$ cat config.mk
export PLATFORM = sky130hd
export DESIGN_NAME = udp_payload_serializer
export DESIGN_NICKNAME = d
export VERILOG_FILES = /design/src/rtl/udp_payload_serializer.sv
export SDC_FILE = /design/constraint.sdc
export NUM_CORES = 1
export LEC_CHECK = 0
export CAP_MARGIN = 20
export CELL_PAD_IN_SITES_DETAIL_PLACEMENT = 1
export CELL_PAD_IN_SITES_GLOBAL_PLACEMENT = 2
export CORE_UTILIZATION = 29
export CTS_CLUSTER_SIZE = 20
export DETAILED_ROUTE_END_ITERATION = 16
export HOLD_SLACK_MARGIN = 0.05
export PLACE_DENSITY = 0.83
export REMOVE_ABC_BUFFERS = 1
export SLEW_MARGIN = 0
export SYNTH_ARGS = -nofsm -noshare
export SYNTH_HDL_FRONTEND = slang
export SYNTH_SLANG_ARGS = --single-unit
$ cat constraint.sdc
create_clock -name clk -period 4.07 [get_ports clk]
set_input_delay 0.814 -clock clk [delete_from_list [all_inputs] [get_ports clk]]
set_output_delay 0.814 -clock clk [all_outputs]
set_load 0.1 [all_outputs]
$ cat src/rtl/udp_payload_serializer.sv
// Serializes 72-bit words from data_concat into a valid/ready byte stream, WORDS_PER_PKT words per packet.
// Optional `SEQ_HDR_EN prefixes each packet with a 4-byte big-endian packet counter header.
module udp_payload_serializer #(
    parameter int WORDS_PER_PKT = 16
) (
    input  logic            clk,
    input  logic            rst,
    input  logic [8:0][7:0] in_data,
    input  logic            in_valid,
    output logic            in_ready,
    output logic [7:0]      out_data,
    output logic            out_valid,
    input  logic            out_ready,
    output logic            out_last,
    output logic [31:0]     pkt_cnt
);

    localparam int WCNT_W = $clog2(WORDS_PER_PKT) + 1;
    localparam logic [WCNT_W-1:0] LAST_WORD = WCNT_W'(WORDS_PER_PKT - 1);

    typedef enum logic [1:0] {
        IDLE,
        DATA
`ifdef SEQ_HDR_EN
        , HDR
`endif
    } state_t;

    state_t              state, state_nxt;
    logic [3:0]          byte_idx, byte_idx_nxt;
    logic [WCNT_W-1:0]   word_cnt, word_cnt_nxt;
    logic [31:0]         pkt_cnt_nxt;
    logic [8:0][7:0]     hold;
    logic                load;
    logic                in_fire, out_fire, last_word;

    assign last_word = (word_cnt == LAST_WORD);
    assign out_valid = (state != IDLE);
    assign out_last  = (state == DATA) && (byte_idx == 4'd0) && last_word;
    // A new word may enter only as the current word's final byte leaves, so streaming has no bubble.
    assign in_ready  = !rst && ((state == IDLE) ||
                                ((state == DATA) && (byte_idx == 4'd0) && out_ready));
    assign in_fire   = in_valid && in_ready;
    assign out_fire  = out_valid && out_ready;

    // NOTE: every variable driven here gets a default first, so no path can infer a latch.
    always_comb begin
        state_nxt    = state;
        byte_idx_nxt = byte_idx;
        word_cnt_nxt = word_cnt;
        pkt_cnt_nxt  = pkt_cnt;
        load         = 1'b0;
        case (state)
            IDLE: begin
                if (in_fire) load = 1'b1;
            end
`ifdef SEQ_HDR_EN
            HDR: begin
                if (out_fire) begin
                    if (byte_idx == 4'd0) begin
                        state_nxt    = DATA;
                        byte_idx_nxt = 4'd8;
                    end else begin
                        byte_idx_nxt = byte_idx - 4'd1;
                    end
                end
            end
`endif
            DATA: begin
                if (out_fire) begin
                    if (byte_idx != 4'd0) begin
                        byte_idx_nxt = byte_idx - 4'd1;
                    end else begin
                        if (last_word) begin
                            word_cnt_nxt = '0;
                            pkt_cnt_nxt  = pkt_cnt + 32'd1;
                        end else begin
                            word_cnt_nxt = word_cnt + 1'b1;
                        end
                        if (in_fire) load = 1'b1;
                        else         state_nxt = IDLE;
                    end
                end
            end
            default: state_nxt = IDLE;
        endcase

        if (load) begin
            state_nxt    = DATA;
            byte_idx_nxt = 4'd8;
`ifdef SEQ_HDR_EN
            // A word that opens a packet is preceded by the header.
            if ((state == IDLE) ? (word_cnt == '0) : last_word) begin
                state_nxt    = HDR;
                byte_idx_nxt = 4'd3;
            end
`endif
        end
    end

    always_comb begin
        out_data = 8'h00;
        case (state)
            DATA:    out_data = hold[byte_idx];
`ifdef SEQ_HDR_EN
            HDR:     out_data = pkt_cnt[{byte_idx[1:0], 3'b000} +: 8];
`endif
            default: out_data = 8'h00;
        endcase
    end

    // NOTE: control state uses non-blocking assignments so every register updates from pre-edge values.
    always_ff @(posedge clk) begin
        if (rst) begin
            state    <= IDLE;
            byte_idx <= 4'd0;
            word_cnt <= '0;
            pkt_cnt  <= 32'd0;
        end else begin
            state    <= state_nxt;
            byte_idx <= byte_idx_nxt;
            word_cnt <= word_cnt_nxt;
            pkt_cnt  <= pkt_cnt_nxt;
        end
    end

    // NOTE: the holding register is pure datapath and is never read in IDLE, so it carries no reset.
    always_ff @(posedge clk) begin
        if (load) hold <= in_data;
    end

endmodule

==> flow_metrics.py <==
metrics = {
    "status": {
        "status": "completed",
    },
    "worst_setup_path": {
        "worstPathRequired_ns": 3.26,
        "critPathArrivalTime_ns": 2.59,
        "slowest_stage": "dfxtp_1",
        "cp_max_fo": 19,
        "cp_cell_sequence": "inv_1, ha_1, nor3b_4, nand2_1, a21oi_1, buf_12",
        "path_delay_family": "flip-flops",
        "worst-path-buf-inv": 2,
        "crit_path_start_kind": "flip-flop",
        "cpPeakStageDelay_ns": 0.61,
        "endpoint_kind": "output pin",
        "worstSetupPathType": "flip-flop to output pin",
    },
    "die": {
        "die_h_um": 131.2,
        "die-area_um2": 17220,
        "ioPinCount": 119,
        "rows": 46,
        "die_width_um": 131.2,
        "start_util_pct": 30.05,
        "core_area_um2": 16120,
    },
    "cts": {
        "cts_sinks": 114,
        "clk_pin_slew_worst_paths_ns": 0.05,
        "h-tree-depth": 4,
        "ctsHoldBuffers": 0,
        "cts_tree": "done",
        "clockRootBuffer": "clkbuf_16",
        "cts_buffers": 17,
        "cts.repair.resized": 0,
        "cts_setup_buffers": 0,
        "cts_buffer_depth": 2,
        "clk_latency_ns": 0.42,
    },
    "place": {
        "numPortBuffers": 118,
        "gp_congestion": 0.7645,
        "dpl-instance-area_um2": 6232,
        "dp_hpwl_um": 9310,
    },
    "synth": {
        "synth_compound_area_share_pct": 9.173,
        "synth_common_cells": "edfxtp_1 (72), dfxtp_1 (42), nand2_1 (32)",
        "synth_seq_cells": 114,
        "synthesis.area_um2": 4842,
        "yosys.area_share.simple_pct": 15.45,
        "synth.most_common_cell": "edfxtp_1",
        "syn-instance-count": 391,
        "synth.area.top_cells": "edfxtp_1 (45%), dfxtp_1 (17%), mux4_2 (3.7%)",
        "synth_top_family_by_area": "simple AND/OR/NAND/NOR gates",
        "synth_top_area_share_pct": 44.65,
        "synthXorXnorAreaFrac_pct": 1.266,
        "synth_edf_count": 72,
        "synth_flop_cell": "edfxtp_1",
        "ys_seq_area_share_pct": 62.02,
        "yosys_warnings": 0,
        "synth_top_area_cell": "edfxtp_1",
        "synth_adder_area_share_pct": 1.034,
        "synthArstFlopShare_pct": 0,
        "synth_mux_area_share_pct": 8.605,
        "ys_types": 38,
        "syn_area_per_cell_um2": 12.38,
    },
    "pwr": {
        "power.leakage_nw": 2.233,
        "ir_drop_mv": 0.2838,
        "p_per_area_nw_per_um2": 429.9,
    },
    "global_route": {
        "grt_pass1_wl_um": 21190,
        "antenna_found_initial": 0,
        "grt_max_degree": 73,
        "overflow": 0,
        "grt_pass1_vias": 3982,
        "grt.total_usage_pct": 16.05,
    },
    "detailed_routing": {
        "viasPerCell": 5.037,
        "met2_length_um": 7153,
        "num_vias": 3717,
        "top_layer_used": "met4",
        "met3_length_um": 341,
        "first_iter_violations": 202,
        "wl_met1_um": 5455,
        "post_drt_wl_per_cell_um": 18.07,
        "drc": 0,
        "drt-total-wl_um": 13340,
        "antenna_left": 0,
        "drtPass1Iterations": 4,
    },
    "timing": {
        "fmax_mhz": 293.8,
        "setup_viol": 0,
        "layout_min_cycle_time_ns": 3.404,
        "fin_skew_ns": 0.007503,
        "fin_crit_sh_pct": 83.63,
        "tightest_slew_ns": 1.022,
        "fin_hold_ws_ns": 0.4951,
        "setup_tns_ns": 0,
        "finalMaxSlewViolations": 0,
        "rsz0062_at_grt": "no",
        "finalHoldViolCount": 0,
        "slew_headroom_pct": 31.62,
    },
    "run": {
        "drv_cap": 0,
    },
    "final_layout": {
        "drive_above_1_share_pct": 13.22,
        "n_antenna_cell": 0,
        "area_growth_pct": 40.26,
        "final_nets": 589,
        "utilization_pct": 42.14,
        "fin_area_um2": 6792,
    },
    "min_path": {
        "worstHoldPathType": "flip-flop to flip-flop",
    },
}
==> layout by cell type, fill, tap and decap left out, types with 8 or more instances in the layout <==
cell type / instances
a21oi_1: 28
edfxtp_1: 72
mux2i_1: 9
buf_4: 12
clkdlybuf4s50_1: 108
o21ai_0: 8
nor2_1: 19
o221ai_1: 8
nand3_1: 15
mux2_2: 13
o31ai_1: 16
mux4_2: 8
nand2_1: 32
or4_1: 18
dfxtp_1: 42
a31oi_1: 8
nand4_1: 13
clkbuf_16: 17
==> final timing paths <==
check | start | to | slack, ns | cells after the start
hold / removal | word_cnt[4]$_SDFFE_PP0P_ | word_cnt[4]$_SDFFE_PP0P_ | 0.50 | 1
setup reg to reg | byte_idx[1]$_SDFFE_PP0P_ | pkt_cnt[14]$_SDFFE_PP0P_ | 1.10 | 6
setup / recovery | byte_idx[1]$_SDFFE_PP0P_ | in_ready | 0.67 | 6
hold reg to reg | word_cnt[4]$_SDFFE_PP0P_ | word_cnt[4]$_SDFFE_PP0P_ | 0.50 | 1
==> kinds of logic after synthesis <==
family,count (synthesis)
fa+ha+maj,4
compound gates,71
xor+xnor,7
simple gates,135
flops,114
mux,30
buf+inv,30
==> per-layer routing <==
layer  GRT usage [%]  vias up
met2           28.43       63
met5               0        -
met3           3.819       23
li1                -     1767
met1           17.82     1864
met4           8.235        0
==> registers in the layout, indices dropped and copies added, names as in the netlist <==
| name | flops |
|---|---|
| hold | 72 |
| pkt_cnt | 32 |
| word_cnt | 5 |
| byte_idx | 4 |
| state | 1 |
==> layout make-up <==
type                    count  area (um2)
inverters                   7       26.28
repair buffers            122        1211
fillers                  1717        9324
multi-input cells         247        1722
clock inverters            15       133.9
clock buffers              17       425.4
well taps                 216       270.3
flip-flops and latches    114        3003
==> metrics by stage <==
stage	setup WS, ns	power (mW)	cells
global route	0.4516	3.016	738
detailed placement	0.8523	1.558	706
floorplan	-1.292	1.430	368
global placement	0.9047	1.550	706
finish	0.6661	2.919	738
CTS	0.6026	2.958	738
==> power breakdown <==
group          internal (mW)  switching (mW)  leakage, nW
Clock                  0.840           0.548        0.271
Sequential              1.27          0.0166         1.01
Combinational          0.108           0.138        0.955
Note: power is estimated with default switching activity, not from simulation.
